### src/rtl/chimp_pkg.sv
// Shared types and constants for the chimp memory-game controller.
package chimp_pkg;

    localparam int unsigned NUM_W    = 5;
    localparam int unsigned STRIKE_W = 2;
    localparam int unsigned STATE_W  = 3;

    localparam int unsigned START_LEVEL_DEF = 4;
    localparam int unsigned MAX_LEVEL_DEF   = 31;
    localparam int unsigned MAX_STRIKES_DEF = 3;

    typedef logic [NUM_W-1:0]    num_t;
    typedef logic [STRIKE_W-1:0] strike_t;
    typedef logic [STATE_W-1:0]  state_t;

    localparam state_t S_IDLE      = 3'd0;
    localparam state_t S_CLEAR     = 3'd1;
    localparam state_t S_LOAD      = 3'd2;
    localparam state_t S_SHOW      = 3'd3;
    localparam state_t S_PLAY      = 3'd4;
    localparam state_t S_WIN       = 3'd5;
    localparam state_t S_LOSE      = 3'd6;
    localparam state_t S_GAME_OVER = 3'd7;

    // Increment that sticks at the given ceiling.
    function automatic num_t sat_inc(input num_t v, input num_t ceil);
        return (v >= ceil) ? ceil : num_t'(v + num_t'(1));
    endfunction

endpackage

### src/rtl/chimp_if.sv
// Control/status bundle between the game controller and the board datapath.
interface chimp_if;
    import chimp_pkg::*;

    logic    iStart;
    logic    iDoneLoad;
    logic    iClickValid;
    logic    iClickCorrect;

    logic    oResetBoard;
    logic    oLoadEnable;
    num_t    oNumToLoad;
    logic    oShowEnable;
    num_t    oNumToChoose;
    num_t    oLevel;
    strike_t oStrikes;
    logic    oRoundWin;
    logic    oRoundLose;
    logic    oGameOver;

    modport master (
        output iStart, iDoneLoad, iClickValid, iClickCorrect,
        input  oResetBoard, oLoadEnable, oNumToLoad, oShowEnable, oNumToChoose,
               oLevel, oStrikes, oRoundWin, oRoundLose, oGameOver
    );

    modport slave (
        input  iStart, iDoneLoad, iClickValid, iClickCorrect,
        output oResetBoard, oLoadEnable, oNumToLoad, oShowEnable, oNumToChoose,
               oLevel, oStrikes, oRoundWin, oRoundLose, oGameOver
    );

endinterface

### src/rtl/chimp_pause_timer.sv
// Result-display dwell timer: load starts a PAUSE_CYCLES window, done_c marks its last cycle.
module chimp_pause_timer #(
    parameter int unsigned PAUSE_CYCLES = 25_000_000
) (
    input  logic clk,
    input  logic rst,
    input  logic load,
    output logic done_c
);

    localparam int unsigned CNT_W = (PAUSE_CYCLES > 1) ? $clog2(PAUSE_CYCLES) : 1;
    localparam logic [CNT_W-1:0] LOAD_VAL = CNT_W'(PAUSE_CYCLES - 1);

    logic [CNT_W-1:0] count;
    logic             running;

    always_ff @(posedge clk) begin
        if (rst) begin
            count   <= '0;
            running <= 1'b0;
        end else if (load) begin
            count   <= LOAD_VAL;
            running <= 1'b1;
        end else if (running) begin
            if (count == '0) begin
                running <= 1'b0;
            end else begin
                count <= count - CNT_W'(1);
            end
        end
    end

    assign done_c = running && (count == '0);

endmodule

### src/rtl/chimp_ctrl.sv
// Round sequencer for the chimp memory game: clear, place 1..level, play, score, pause.
module chimp_ctrl
    import chimp_pkg::*;
#(
    parameter int unsigned START_LEVEL  = START_LEVEL_DEF,
    parameter int unsigned MAX_LEVEL    = MAX_LEVEL_DEF,
    parameter int unsigned MAX_STRIKES  = MAX_STRIKES_DEF,
    parameter int unsigned PAUSE_CYCLES = 25_000_000
) (
    input logic    clk,
    input logic    iReset,
    chimp_if.slave bus
);

    localparam num_t    LVL_START = num_t'(START_LEVEL);
    localparam num_t    LVL_MAX   = num_t'(MAX_LEVEL);
    localparam strike_t STK_MAX   = strike_t'(MAX_STRIKES);

    state_t  state, state_nxt;
    logic    reset_board, reset_board_nxt;
    logic    load_enable, load_enable_nxt;
    num_t    num_to_load, num_to_load_nxt;
    logic    show_enable, show_enable_nxt;
    num_t    num_to_choose, num_to_choose_nxt;
    num_t    level, level_nxt;
    strike_t strikes, strikes_nxt;
    logic    round_win, round_win_nxt;
    logic    round_lose, round_lose_nxt;
    logic    game_over, game_over_nxt;
    logic    pause_load_c;
    logic    pause_done_c;

    chimp_pause_timer #(
        .PAUSE_CYCLES (PAUSE_CYCLES)
    ) u_pause (
        .clk    (clk),
        .rst    (iReset),
        .load   (pause_load_c),
        .done_c (pause_done_c)
    );

    // Next-state and next-output logic; pulses default low, everything else holds.
    always_comb begin
        state_nxt         = state;
        reset_board_nxt   = 1'b0;
        load_enable_nxt   = load_enable;
        num_to_load_nxt   = num_to_load;
        show_enable_nxt   = show_enable;
        num_to_choose_nxt = num_to_choose;
        level_nxt         = level;
        strikes_nxt       = strikes;
        round_win_nxt     = 1'b0;
        round_lose_nxt    = 1'b0;
        game_over_nxt     = game_over;
        pause_load_c      = 1'b0;

        case (state)
            S_IDLE, S_GAME_OVER: begin
                if (bus.iStart) begin
                    state_nxt       = S_CLEAR;
                    reset_board_nxt = 1'b1;
                    num_to_load_nxt = num_t'(1);
                    show_enable_nxt = 1'b0;
                    level_nxt       = LVL_START;
                    strikes_nxt     = '0;
                    game_over_nxt   = 1'b0;
                end
            end
            S_CLEAR: begin
                state_nxt       = S_LOAD;
                load_enable_nxt = 1'b1;
            end
            S_LOAD: begin
                if (bus.iDoneLoad) begin
                    if (num_to_load == level) begin
                        state_nxt         = S_SHOW;
                        load_enable_nxt   = 1'b0;
                        show_enable_nxt   = 1'b1;
                        num_to_choose_nxt = num_t'(1);
                    end else begin
                        num_to_load_nxt = num_t'(num_to_load + num_t'(1));
                    end
                end
            end
            S_SHOW, S_PLAY: begin
                if (bus.iClickValid) begin
                    if (!bus.iClickCorrect) begin
                        // Wrong pick: reveal the board for the dwell.
                        state_nxt       = S_LOSE;
                        round_lose_nxt  = 1'b1;
                        strikes_nxt     = strike_t'(strikes + strike_t'(1));
                        show_enable_nxt = 1'b1;
                        pause_load_c    = 1'b1;
                    end else if (num_to_choose == level) begin
                        state_nxt     = S_WIN;
                        round_win_nxt = 1'b1;
                        level_nxt     = sat_inc(level, LVL_MAX);
                        pause_load_c  = 1'b1;
                    end else begin
                        state_nxt         = S_PLAY;
                        num_to_choose_nxt = num_t'(num_to_choose + num_t'(1));
                        show_enable_nxt   = 1'b0;
                    end
                end
            end
            S_WIN, S_LOSE: begin
                if (pause_done_c) begin
                    if ((state == S_LOSE) && (strikes == STK_MAX)) begin
                        state_nxt     = S_GAME_OVER;
                        game_over_nxt = 1'b1;
                    end else begin
                        state_nxt       = S_CLEAR;
                        reset_board_nxt = 1'b1;
                        num_to_load_nxt = num_t'(1);
                        show_enable_nxt = 1'b0;
                    end
                end
            end
            default: begin
                state_nxt = S_IDLE;
            end
        endcase
    end

    always_ff @(posedge clk) begin
        if (iReset) begin
            state         <= S_IDLE;
            reset_board   <= 1'b1;
            load_enable   <= 1'b0;
            num_to_load   <= '0;
            show_enable   <= 1'b0;
            num_to_choose <= '0;
            level         <= LVL_START;
            strikes       <= '0;
            round_win     <= 1'b0;
            round_lose    <= 1'b0;
            game_over     <= 1'b0;
        end else begin
            state         <= state_nxt;
            reset_board   <= reset_board_nxt;
            load_enable   <= load_enable_nxt;
            num_to_load   <= num_to_load_nxt;
            show_enable   <= show_enable_nxt;
            num_to_choose <= num_to_choose_nxt;
            level         <= level_nxt;
            strikes       <= strikes_nxt;
            round_win     <= round_win_nxt;
            round_lose    <= round_lose_nxt;
            game_over     <= game_over_nxt;
        end
    end

    assign bus.oResetBoard  = reset_board;
    assign bus.oLoadEnable  = load_enable;
    assign bus.oNumToLoad   = num_to_load;
    assign bus.oShowEnable  = show_enable;
    assign bus.oNumToChoose = num_to_choose;
    assign bus.oLevel       = level;
    assign bus.oStrikes     = strikes;
    assign bus.oRoundWin    = round_win;
    assign bus.oRoundLose   = round_lose;
    assign bus.oGameOver    = game_over;

endmodule

### src/flat_wrapper.sv
// flat-port wrapper written by rule: the top's interface ports become plain ports
module chimp_ctrl_flat import chimp_pkg::*;
#(
    parameter int unsigned START_LEVEL  = START_LEVEL_DEF,
    parameter int unsigned MAX_LEVEL    = MAX_LEVEL_DEF,
    parameter int unsigned MAX_STRIKES  = MAX_STRIKES_DEF,
    parameter int unsigned PAUSE_CYCLES = 25_000_000
)
  (clk, iReset, bus_iStart, bus_iDoneLoad, bus_iClickValid, bus_iClickCorrect, bus_oResetBoard, bus_oLoadEnable, bus_oNumToLoad, bus_oShowEnable, bus_oNumToChoose, bus_oLevel, bus_oStrikes, bus_oRoundWin, bus_oRoundLose, bus_oGameOver);
  chimp_if bus_i ();
  input logic clk;
  input logic iReset;
  input wire logic [$bits(bus_i.iStart)-1:0] bus_iStart;
  input wire logic [$bits(bus_i.iDoneLoad)-1:0] bus_iDoneLoad;
  input wire logic [$bits(bus_i.iClickValid)-1:0] bus_iClickValid;
  input wire logic [$bits(bus_i.iClickCorrect)-1:0] bus_iClickCorrect;
  output wire logic [$bits(bus_i.oResetBoard)-1:0] bus_oResetBoard;
  output wire logic [$bits(bus_i.oLoadEnable)-1:0] bus_oLoadEnable;
  output wire logic [$bits(bus_i.oNumToLoad)-1:0] bus_oNumToLoad;
  output wire logic [$bits(bus_i.oShowEnable)-1:0] bus_oShowEnable;
  output wire logic [$bits(bus_i.oNumToChoose)-1:0] bus_oNumToChoose;
  output wire logic [$bits(bus_i.oLevel)-1:0] bus_oLevel;
  output wire logic [$bits(bus_i.oStrikes)-1:0] bus_oStrikes;
  output wire logic [$bits(bus_i.oRoundWin)-1:0] bus_oRoundWin;
  output wire logic [$bits(bus_i.oRoundLose)-1:0] bus_oRoundLose;
  output wire logic [$bits(bus_i.oGameOver)-1:0] bus_oGameOver;
  assign bus_i.iStart = bus_iStart;
  assign bus_i.iDoneLoad = bus_iDoneLoad;
  assign bus_i.iClickValid = bus_iClickValid;
  assign bus_i.iClickCorrect = bus_iClickCorrect;
  assign bus_oResetBoard = bus_i.oResetBoard;
  assign bus_oLoadEnable = bus_i.oLoadEnable;
  assign bus_oNumToLoad = bus_i.oNumToLoad;
  assign bus_oShowEnable = bus_i.oShowEnable;
  assign bus_oNumToChoose = bus_i.oNumToChoose;
  assign bus_oLevel = bus_i.oLevel;
  assign bus_oStrikes = bus_i.oStrikes;
  assign bus_oRoundWin = bus_i.oRoundWin;
  assign bus_oRoundLose = bus_i.oRoundLose;
  assign bus_oGameOver = bus_i.oGameOver;
  chimp_ctrl #(.START_LEVEL(START_LEVEL), .MAX_LEVEL(MAX_LEVEL), .MAX_STRIKES(MAX_STRIKES), .PAUSE_CYCLES(PAUSE_CYCLES)) u_core (.clk(clk), .iReset(iReset), .bus(bus_i));
endmodule
### config.mk
export PLATFORM = sky130hd
export DESIGN_NAME = chimp_ctrl_flat
export DESIGN_NICKNAME = d
export VERILOG_FILES = /design/src/rtl/chimp_pkg.sv /design/src/rtl/chimp_if.sv /design/src/rtl/chimp_pause_timer.sv /design/src/rtl/chimp_ctrl.sv /design/src/flat_wrapper.sv
export SDC_FILE = /design/constraint.sdc
export NUM_CORES = 1
export LEC_CHECK = 0
export ABC_AREA = 1
export CAP_MARGIN = 20
export CORE_ASPECT_RATIO = 0.7
export CORE_MARGIN = 5
export CORE_UTILIZATION = 48
export CTS_BUF_LIST = sky130_fd_sc_hd__clkbuf_8
export DETAILED_ROUTE_END_ITERATION = 6
export PLACE_DENSITY = 0.68
export SETUP_SLACK_MARGIN = 0.4
export SKIP_CTS_REPAIR_TIMING = 1
export SLEW_MARGIN = 20
export SYNTH_ARGS = -nofsm -noshare
export SYNTH_HDL_FRONTEND = slang
export SYNTH_SLANG_ARGS = --single-unit
### constraint.sdc
create_clock -name clk -period 1.81 [get_ports clk]
set_input_delay 0.362 -clock clk [delete_from_list [all_inputs] [get_ports clk]]
set_output_delay 0.362 -clock clk [all_outputs]
set_load 0.01 [all_outputs]
== Word level (Yosys, flattened, before mapping) ==
Index checks and enable logic that the tools add are counted.
Storage, ports and cells
  output and inout bits: 23
  input bits: 6
  register bits: 52
  word-level logic and storage cells: 136
Operators by class
  multiplexer cells: 61
  bitwise logic cells: 4
  reduce and logical (&&, ||, !) cells: 27
  order comparisons: 1
  $add $sub $neg: 5
  eq/ne operators: 24
Operators with widths (count)
  2-to-1 mux 25 bit: 3
  2-to-1 mux 5 bit: 15
  logical NOT 25 bit: 1
  subtractor 25 x 1 -> 25 bit, second input constant: 1
  2-to-1 mux 1 bit: 24
  2-to-1 mux 3 bit: 7
  case mux 5 bit (2 select lines): 2
  inequality test 2 bit, second input constant: 8
  adder 5 x 1 -> 5 bit, second input constant: 3
  case mux 3 bit (5 select lines): 1
  case mux 5 bit (3 select lines): 1
  equality test 3 bit, second input constant: 4
  AND reduction 6 bit: 2
  equality test 5 bit: 2
  inequality test 2 x 1 -> 1 bit, second input constant: 5
  AND reduction 5 bit: 2
  nonzero test 2 bit: 5
  AND reduction 4 bit: 2
  AND reduction 8 bit: 1
  OR reduction 2 bit: 4
  equality test 3 x 2 -> 1 bit, second input constant: 2
  2-to-1 mux 2 bit: 3
  case mux 1 bit (2 select lines): 3
  greater-or-equal comparator 5 bit, second input constant: 1
  other kinds (15): 20

== Depth between registers and ports, before layout ==
Gate-level depths: netlist of run 1.
  depth after elaboration: 7
  gate-level depth with buffers: 14
  depth with buffers taken out: 14

== Hierarchy ==
A second synthesis of run 1 with hierarchy kept.
Second synthesis, totals
  cells, all modules: 534
  area, all modules: 3470.8 sq um
By module, submodules not included
  chimp_ctrl: times used 1, area an instance 1756.7 sq um, cells each 261, sequential area each 520.5 sq um
  chimp_pause_timer: times used 1, area an instance 1714.1 sq um, cells each 273, sequential area each 520.5 sq um

== Worst setup path before layout of run 1 ==
Ideal clock, no wire load.
  path kind: reg-to-reg
  start: register u_core.u_pause.count[0]
  end: register u_core.state[1]
  clock period less this slack: 1.620 ns
  slack: 0.190 ns
  buffers on the path: 0
  setup time: 0.116 ns
  arrival: 1.504 ns
  required time: 1.694 ns
  cell stages (with the launch flop): 12
  cell sequence: dfxtp_1 > inv_1 > ha_1 > inv_1 > nor2_1 > nand2_1 > nor2_1 > nand3_4 > o21ai_4 > nand2_1 > o21ai_0 > nor2_1
On the way
  word-level cells in the longest chain between the ends: 4
RTL lines
  start: declaration: RTL line chimp_pause_timer.sv:14  | logic [CNT_W-1:0] count;
  start signal: assignment: RTL line chimp_pause_timer.sv:28  | count <= count - CNT_W'(1);
  logical NOT 25 bit: RTL line chimp_pause_timer.sv:33  | assign done_c = running && (count == '0);
  logical AND 1 bit: RTL line chimp_pause_timer.sv:33
  inequality test 2 x 1 -> 1 bit (no line)
  AND reduction 5 bit (no line)
  end signal: assignment: RTL line chimp_ctrl.sv:139  | state <= state_nxt;
  end: declaration: RTL line chimp_ctrl.sv:19  | state_t state, state_nxt;
Every way passes these cells.
A chain may end at the register's enable or synchronous reset.

== Worst setup path in the final report of run 1 ==
  start: register u_core.u_pause.count[1]
  end: register u_core.num_to_load[0], in the netlist u_core.bus.oNumToLoad[0]
On the way
  word-level cells in the longest chain between the ends: 4
RTL lines
  logical NOT 25 bit: RTL line chimp_pause_timer.sv:33
  logical AND 1 bit: RTL line chimp_pause_timer.sv:33
  inequality test 2 x 1 -> 1 bit (no line)
  AND reduction 6 bit (no line)
  end signal: assignment: RTL line chimp_ctrl.sv:142  | num_to_load <= num_to_load_nxt;
  end: declaration: RTL line chimp_ctrl.sv:22  | num_t num_to_load, num_to_load_nxt;
Every way passes these cells.

==> results.tsv, run 1 <==
stage	metric	value	unit
detailed_routing	drt drc	0	
worst_setup_path	crit path kind	reg2reg	
synthesis	Syn Nets	532	
synthesis	number of flops mapped to enable cells by yosys	0	
worst_setup_path	crit-path max FO	7	
clocking	clk sinks	52	
detailed_routing	number of routed nets with antenna violations	0	
sta	final setup fails	0	
hold_path	hold path cells	2	
global_routing	largest net degree at the start of global routing	17	
clocking	CTS root buf	clkbuf_8	
sta	Fin. Hold Viols	0	
sta	RSZ-0062 raised after global routing	true	
cells_and_area	Antenna diodes	0	
detailed_routing	Pre-antenna DRT Iters	5	
die	die area	8800	µm²
cells_and_area	Non-Filler Instances	684	
synthesis	cells after synthesis	519	
sta	Setup TNS	0	ps
worst_setup_path	CP Capture Type	flip-flop	
synthesis	asr flop ratio synth	0	%
synthesis	Netlist cell types	39	
synthesis	post-synthesis register bit count	52	
synthesis	sequential area share after synthesis	31.0	%
die	Rows	25	
sta	Worst Skew	11.9	ps
synthesis	Yosys top cell area share	31.0	%
die	IO Pins	29	
cells_and_area	Final #Nets	602	
placement	dpl hpwl	7220	µm
detailed_routing	DR iter-0 viols	330	
global_routing	vias in the first global route	3103	
clocking	total CTS buffers	5	
cells_and_area	fraction of layout cells with a size suffix above 1	32.0	%
clocking	clock buffer depth	2	
sta	headroom to the max-slew limit	78.3	%
synthesis	Syn. warnings	0	
die	Die X-Extent	110	µm
placement	Placed Cells	661	
worst_setup_path	crit path DAT	1920	ps
pwr	peak supply drop	1.04	mV
die	Initial Util	49.5	%
global_routing	grt total ovfl	0	
clocking	clk slew on worst S/H paths	100	ps
clocking	H-tree depth	2	
synthesis	Synth Cell Area	3360	µm²
pwr	leakage power	0.00248	µW
status	status	completed	
sta	Pins Over Slew Limit	0	
global_routing	gr usage total	21.9	%
die	CORE AREA	6790	µm²
job	max-cap violations	0	
detailed_routing	WL final	10100	µm
global_routing	first-pass GRT wire length	15300	µm
placement	port buffer count	28	
synthesis	Syn Area/Cell	6.47	µm²
detailed_routing	Vias per Instance	5.40	
clocking	later-pin clock latency in the skew report	310	ps
synthesis	Synth area leaders	dfxtp_1 (31%), nand2_1 (13%), nor2_1 (9.4%)	
pwr	power per cell area	2070	nW/µm²
synthesis	area leader, netlist	dfxtp_1	
cells_and_area	Layout area overhead	40.1	%
cells_and_area	fill count	566	
clocking	TritonCTS clock tree	yes	
worst_setup_path	Critical Path RT	2020	ps
sta	crit path time final	1700	ps
worst_setup_path	Reg2Reg Depth	12	
worst_setup_path	startpoint types	flip-flop	
global_routing	initial antenna violation count	0	
worst_setup_path	reg-to-reg slack, setup	110	ps
placement	Placer Congestion	0.915	
detailed_routing	Avg WL per Cell	14.8	µm
synthesis	Synth Flop Type	dfxtp_1	
die	Die Y	80.0	µm
detailed_routing	via count	3697	
hold_path	worst hold path class	reg2reg	
sta	Tcrit/Tclk final	94.2	%
sta	Slew @ Worst Pin	325	ps
sta	fmax	587	MHz
[path summary, 6_finish.rpt]
check | end | startpoint
min | u_core.u_pause.count[23] | u_core.u_pause.count[23]
min reg2reg | u_core.u_pause.count[23] | u_core.u_pause.count[23]
max | u_core.bus.oNumToLoad[0] | u_core.u_pause.count[1]
max reg2reg | u_core.bus.oNumToLoad[0] | u_core.u_pause.count[1]
[report_power, final]
group / total (µW) / switching, µW / leakage [µW] / internal, µW
combinational: 6820 / 4200 / 0.00198 / 2620
clock: 896 / 407 / 0.0000645 / 489
sequential: 2010 / 454 / 0.000435 / 1560
total: 9730 / 5060 / 0.00248 / 4670
[cell usage in the layout (no fill, tap or decap), types with 16 or more instances in the layout]
| cell | count |
|---|---|
| nand4_1 | 18 |
| inv_1 | 55 |
| nand3_1 | 37 |
| dlymetal6s2s_1 | 22 |
| a21oi_1 | 21 |
| nor2_2 | 16 |
| buf_4 | 37 |
| nand2_2 | 22 |
| dfxtp_1 | 31 |
| nand2_1 | 98 |
| nor2_1 | 65 |
[worst max-delay path: stages, from the launching register on]
cell,delay (ps)
dfxtp_2,340
inv_2,80
ha_4,140
inv_4,40
nor2_4,90
nand2_2,70
nor2_4,100
nand3_4,130
o21ai_4,200
buf_12,150
nand2_8,80
nor3_4,120
nor2_1,60
[sequential cells by signal, indices dropped and copies added (netlist names)]
register	flops
u_core.bus.oGameOver	1
u_core.bus.oLevel	5
u_core.bus.oLoadEnable	1
u_core.bus.oNumToChoose	5
u_core.bus.oNumToLoad	5
u_core.bus.oResetBoard	1
u_core.bus.oRoundLose	1
u_core.bus.oRoundWin	1
u_core.bus.oShowEnable	1
u_core.bus.oStrikes	2
u_core.state	3
u_core.u_pause.count	25
u_core.u_pause.running	1
[layer usage]
layer / track usage [%] / up-vias / wire length (µm)
li1: - / 1808 / -
met2: 29.7 / 159 / 4220
met1: 34.9 / 1711 / 4820
met5: 0 / - / 0
met4: 4.23 / 0 / 132
met3: 4.12 / 19 / 938
[per-stage QoR]
stage               cell area (µm²)  util (%)  worst slack (ps)  power, µW  hold WS, ps
floorplan                      3430         -               243       5790          447
global placement               4020      59.2              28.0       7350          463
detailed placement             4020      59.2              46.8       7490          473
CTS                            4140      61.0              18.6       8400          488
global route                   4710      69.3             -3.44      10500          530
finish                         4710      69.3               106       9730          489
[final cells by class]
class / instances / area [µm²] / area share [%]
inverter: 71 / 289 / 6.14
clock inverter: 1 / 30.0 / 0.638
multi-input combinational: 387 / 2370 / 50.3
timing repair buffer: 72 / 713 / 15.2
tap: 94 / 118 / 2.50
clock buffer: 7 / 96.3 / 2.05
sequential: 52 / 1090 / 23.2
[cells by family after synthesis]
| group | after synthesis | share of synthesized area [%] |
|---|---|---|
| and+or+nand+nor | 309 | 44.0 |
| buffers and inverters | 81 | 9.84 |
| AOI/OAI and AO/OA | 58 | 9.46 |
| DFF | 52 | 31.0 |
| xor gates and xnor gates | 12 | 3.13 |
| adders and majority gates | 7 | 2.61 |
[cell usage after synthesis (2+ instances only)]
cell type  number
inv_2           7
nand2_8         2
inv_1          63
nor2_2          3
o21ai_0        19
clkbuf_1        5
nor2_4          4
nor3_1         11
dfxtp_1        52
nand3_4         2
nor3b_1         2
nand2_2        12
ha_1            7
o21ai_1         4
xor2_1          8
nand4_1        18
nand2_1       117
a21oi_1        29
nor2_1         84
buf_6           2
nand2_4         4
xnor2_1         4
nand3b_1        2
nand3_1        42
buf_4           2
Power figures use the tool's default switching activity.
==> run 2, diff against run 1 <==
- CORE_MARGIN: 5 -> 2
==> results.tsv, run 2 (synthesized netlist as in run 1, its figures left out) <==
stage	metric	value	unit	change
status	status	completed		
global_routing	gr usage total	25.4	%	+3.6 points
cells_and_area	most frequent cells in the layout	nand2_1 (94), nor2_1 (64), inv_1 (53), buf_4 (45), nand3_1 (38)		
placement	Placed Cells	655		-0.91%
worst_setup_path	worst path cell trace	inv_2 > ha_4 > inv_4 > nor2_2 > nand2_1 > nor2_2 > nand3_4 > o21ai_4 > buf_12 > nand2_8 > nor3_2 > nor2_1		
worst_setup_path	WP buf/inv	3		unchanged
sta	Slew @ Worst Pin	353	ps	+28.0 ps
sta	Pins Over Slew Limit	0		unchanged
detailed_routing	Vias per Instance	5.39		-0.21%
placement	Placer Congestion	0.998		+9.2%
worst_setup_path	crit path kind	reg2reg		
hold_path	Hold Crit Start	u_core.u_pause.count[23]		
global_routing	largest net degree at the start of global routing	26		+9
cells_and_area	Non-Filler Instances	696		+1.8%
sta	Fin. Hold Viols	0		unchanged
sta	fmax	583	MHz	-0.63%
worst_setup_path	crit path DAT	1930	ps	about the same
hold_path	Hold Path End	u_core.u_pause.count[23]		
pwr	peak supply drop	0.881	mV	-15%
clocking	clk slew on worst S/H paths	100	ps	about the same
cells_and_area	largest register by flop count	u_core.u_pause.count		
pwr	power per cell area	2100	nW/µm²	+1.6%
worst_setup_path	CP Capture Type	flip-flop		
job	max-cap violations	0		unchanged
clocking	clk sinks	52		unchanged
sta	crit path time final	1710	ps	+10.7 ps
worst_setup_path	crit-path max FO	7		unchanged
detailed_routing	drt drc	0		unchanged
detailed_routing	Pre-antenna DRT Iters	6		+1
clocking	H-tree depth	2		unchanged
detailed_routing	Avg WL per Cell	15.3	µm	+3.7%
sta	Worst Skew	12.8	ps	+0.973 ps
clocking	CTS root buf	clkbuf_8		
cells_and_area	Antenna diodes	0		unchanged
sta	Tcrit/Tclk final	94.7	%	+0.59 points
cells_and_area	Layout area overhead	44.3	%	
worst_setup_path	Critical Path RT	2030	ps	about the same
detailed_routing	WL final	10700	µm	+5.6%
die	Die Y	74.0	µm	-7.5%
detailed_routing	number of routed nets with antenna violations	0		unchanged
global_routing	grt total ovfl	0		unchanged
pwr	leakage power	0.00251	µW	+1.5%
cells_and_area	fraction of layout cells with a size suffix above 1	35.4	%	+3.3 points
cells_and_area	max reg flops	25		unchanged
clocking	clock buffer depth	2		unchanged
clocking	later-pin clock latency in the skew report	310	ps	about the same
placement	dpl hpwl	7140	µm	-1.1%
worst_setup_path	delay-heaviest family, CP	simple AND/OR/NAND/NOR gates		
hold_path	worst hold path class	reg2reg		
die	Rows	25		unchanged
die	Die X-Extent	104	µm	-5.5%
clocking	total CTS buffers	5		unchanged
worst_setup_path	Worst R2R End	u_core.bus.oNumToLoad[0]		
worst_setup_path	Reg2Reg Launch Point	u_core.u_pause.count[1]		
worst_setup_path	slowest CP cell	dfxtp_1		
clocking	TritonCTS clock tree	yes		
die	Initial Util	49.7	%	+0.23 points
placement	port buffer count	28		unchanged
cells_and_area	Final #Nets	614		+2.0%
die	die area	7690	µm²	-13%
sta	final setup fails	0		unchanged
sta	RSZ-0062 raised after global routing	true		
sta	headroom to the max-slew limit	76.5	%	-1.9 points
worst_setup_path	reg-to-reg slack, setup	100	ps	about the same
global_routing	initial antenna violation count	0		unchanged
cells_and_area	most common cell after layout, fill and taps aside	nand2_1		
pwr	Power Total	10200	µW	+4.7%
cells_and_area	share of the core filled with cells	71.7	%	+2.4 points
detailed_routing	via count	3754		+1.5%
worst_setup_path	Reg2Reg Depth	12		unchanged
global_routing	first-pass GRT wire length	15600	µm	+2.2%
worst_setup_path	cell seen most often among critical-path stages	nor2_2		
die	IO Pins	29		unchanged
die	CORE AREA	6760	µm²	-0.46%
global_routing	vias in the first global route	3145		+1.4%
worst_setup_path	CP max stage delay	320	ps	-20 ps
hold_path	hold path cells	2		unchanged
worst_setup_path	startpoint types	flip-flop		
detailed_routing	DR iter-0 viols	312		-5.5%
## run 2: cell count changes in the layout (fill, tap and decap cells not counted), sizes merged
cell	change
buf	+12
clkbuf	-3
clkdlybuf4s50	+1
clkinv	+1
inv	+1
## run 2: report_power, final
part / switching (µW) / internal [µW]
registers: 464 / 1570
clock network: 412 / 406
logic: 4330 / 3000
## run 2: area by class of cell
type | count | area [µm²]
Sequential cell | 52 | 1120
Multi-Input combinational cell | 387 | 2370
Clock buffer | 5 | 68.8
Clock inverter | 3 | 38.8
Tap cell | 94 | 118
Timing Repair Buffer | 84 | 832
Fill cell | 553 | 1910
Inverter | 71 | 299
## run 2: worst max path at each step
stage                                        from                        to  slack, ps  depth (start not counted)
after floorplan           u_core.u_pause.count[0]           u_core.state[1]        240                         11
after global placement          bus_iClickCorrect   u_core.u_pause.count[3]         20                          9
after detailed placement          bus_iClickValid    u_core.bus.oStrikes[0]        -20                          7
after CTS                    u_core.bus.oLevel[2]             bus_oLevel[2]         40                          2
after global routing      u_core.u_pause.count[0]    u_core.bus.oShowEnable        -10                         13
final                     u_core.u_pause.count[1]  u_core.bus.oNumToLoad[0]        100                         12
## run 2: through the flow
step / TNS, ps / worst slack (ps) / instance area [µm²] / hold slack, ps
6_report: 0 / 95.1 / 4850 / 486
3_5_place_dp: -43.8 / -23.6 / 3960 / 468
4_1_cts: 0 / 38.8 / 4070 / 483
3_3_place_gp: 0 / 18.8 / 3960 / 458
2_1_floorplan: 0 / 243 / 3430 / 447
5_1_grt: -35.8 / -14.4 / 4850 / 514
## run 2: routing by layer
| metal | global-route usage [%] | vias to the layer above | wire [µm] |
|---|---|---|---|
| met3 | 5.96 | 23 | 1000 |
| met4 | 4.65 | 0 | 163 |
| li1 | - | 1839 | - |
| met1 | 39.5 | 1723 | 4950 |
| met5 | 0 | - | 0 |
| met2 | 35.9 | 169 | 4560 |
## run 2: worst register-to-register path: stages (launching register included)
cell and delay (ps):
dfxtp_1 320, inv_2 80, ha_4 140, inv_4 40, nor2_2 70, nand2_1 70
nor2_2 120, nand3_4 150, o21ai_4 220, buf_12 150, nand2_8 70, nor3_2 140
nor2_1 50
==> patch, RTL diff (config.mk and constraints of run 1) <==
`STATE_W`: 3 -> 6.
--- a/src/rtl/chimp_pkg.sv
+++ b/src/rtl/chimp_pkg.sv
@@ -3,7 +3,7 @@
 
     localparam int unsigned NUM_W    = 5;
     localparam int unsigned STRIKE_W = 2;
-    localparam int unsigned STATE_W  = 3;
+    localparam int unsigned STATE_W  = 6;
 
     localparam int unsigned START_LEVEL_DEF = 4;
     localparam int unsigned MAX_LEVEL_DEF   = 31;
Check against the original RTL: no difference found for any inputs over 10 cycles, from zero or initial values and one cycle with iReset high; that may be too few to reach the edited logic, so the function may still have changed.
==> patch against run 1 <==
- critical path depth fell by 3
- synthesized area fell by 0.45%
- final area rose by 5.8%
- sequential cell count did not move
- total power fell by 2.0%
- clock skew fell by 2.8 ps
- routed wire length rose by 5.2%
- clock power fell by 8.0%
- first-iteration DRC count fell by 7.9%
- setup slack got worse by 24 ps
- critical path type unchanged
- highest routed layer unchanged
==> patch: results (changes against run 1) <==
placed cell areas = 4060 sq um (+1.2%)
slowest CP cell = dfxtp_1
first-pass GRT wire length = 16.0 mm (+4.6%)
clock latency at the later pin of the worst-skew pair = 310 ps (about the same)
TritonCTS buffer count = 5 (unchanged)
routed vias = 3,822 (+3.4%)
overall routing resource usage = 0.230 (+0.0110)
placed insts = 682 (+3.2%)
clk slew on worst S/H paths = 100 ps (about the same)
top post-synthesis cells by area = dfxtp_1 31%, nand2_1 15%, nor2_1 12%
CTS Root Cell = clkbuf_8
max reg flops = 25 (unchanged)
crit-path leading delay family = simple AND/OR/NAND/NOR gates
ys async rst share = 0 (unchanged)
pin count of the biggest net entering global routing = 26 (+9)
sequential fraction of the synthesis area = 0.311 (+0.00139)
mean post-synth cell area = 6.23 sq um (-3.8%)
vias in the first global route = 3,180 (+2.5%)
share of cells above drive strength 1 = 0.352 (+0.0317)
TritonRoute pass-1 iters = 5 (unchanged)
Yosys cell types = 35 (-10%)
initial antenna violation count = 0 (unchanged)
max incr delay on CP = 330 ps
total length of routed wires = 10.6 mm (+5.2%)
maximum clock insertion buffer count = 2 (unchanged)
Setup Viol. Count Final = 0 (unchanged)
initial DRC count = 304 (-7.9%)
Static Leak = 0.00259 uW (+4.7%)
# nets final = 637 (+5.8%)
clock skew = 9.05 ps (-2.80 ps)
outcome = finished, final reports clean
Worst Path Max Fanout = 8 (+1)
max cap viols = 0 (unchanged)
# diodes = 0 (unchanged)
routed vias/inst = 5.32 (-1.7%)
Detailed Place HPWL = 7.42 mm (+2.8%)
maximum VDD drop = 0.897 mV (-14%)
H-Tree Depth = 2 (unchanged)
Commonest cells post-synth = 134 x nand2_1, 105 x nor2_1, 53 x inv_1
Port-buffer cells = 28 (unchanged)
RD Place Congestion = 0.966 (+5.6%)
Mapped Nets = 550 (+3.4%)
number of synthesis warnings = 0 (unchanged)
final-layout fill cell count = 545 (-3.7%)
worst rel slew slack = 0.783 (about the same)
pre-CTS setup slack = -13.2 ps (-60.0 ps)
Largest Register = u_core.u_pause.count
HP Class = flop to flop
-- patch: logic make-up (layout without fill, tap and decap cells) --
kind of cell,count (synthesis),count (layout),synth area share
buffers and inverters,75,163,0.0906
xor gates and xnor gates,16,16,0.0419
AOI/OAI and AO/OA,51,51,0.0831
and+or+nand+nor,336,336,0.447
DFF,52,52,0.311
adders and majority gates,7,7,0.0262
-- patch: path summary, 6_finish.rpt --
path	slack, ps	startpoint	cells past startpoint	endpoint
min	480	u_core.bus.oLoadEnable	2	u_core.bus.oLoadEnable
max reg2reg	80	u_core.u_pause.count[18]	9	u_core.bus.oNumToLoad[1]
max	80	u_core.u_pause.count[18]	9	u_core.bus.oNumToLoad[1]
min reg2reg	480	u_core.bus.oLoadEnable	2	u_core.bus.oLoadEnable
-- patch: metal layers --
layer  GRT usage  wire, um  up-vias
met5           0         0        -
met4      0.0448        95        0
met3      0.0404       689       14
met2       0.322      4490      108
met1       0.360      5360     1790
li1            -         -     1910
-- patch: worst register-to-register path, cell delays in order, from the launching register on --
cell and delay [ps]:
dfxtp_1 330, nor2_2 180, nand2_1 130, nor2_2 210, nand4_1 240, nand2_4 230
nand2_8 100, nand2_1 110, o21ai_2 60, nor2_1 80
-- patch: cell type report --
| type | count | area [sq um] | area share |
|---|---|---|---|
| flip-flops and latches | 52 | 1100 | 0.221 |
| clock buffers | 5 | 68.8 | 0.0138 |
| clock inverters | 3 | 38.8 | 0.00779 |
| repair inverters | 1 | 6.26 | 0.00126 |
| repair buffers | 91 | 867 | 0.174 |
| well taps | 94 | 118 | 0.0236 |
| multi-input cells | 410 | 2520 | 0.505 |
| inverters | 63 | 264 | 0.0530 |
-- patch: power by group --
group	leakage [uW]	switching [uW]	internal (uW)	total [uW]
clock network	0.0000593	418	406	824
registers	0.000436	375	1480	1850
logic	0.00210	4110	2750	6850
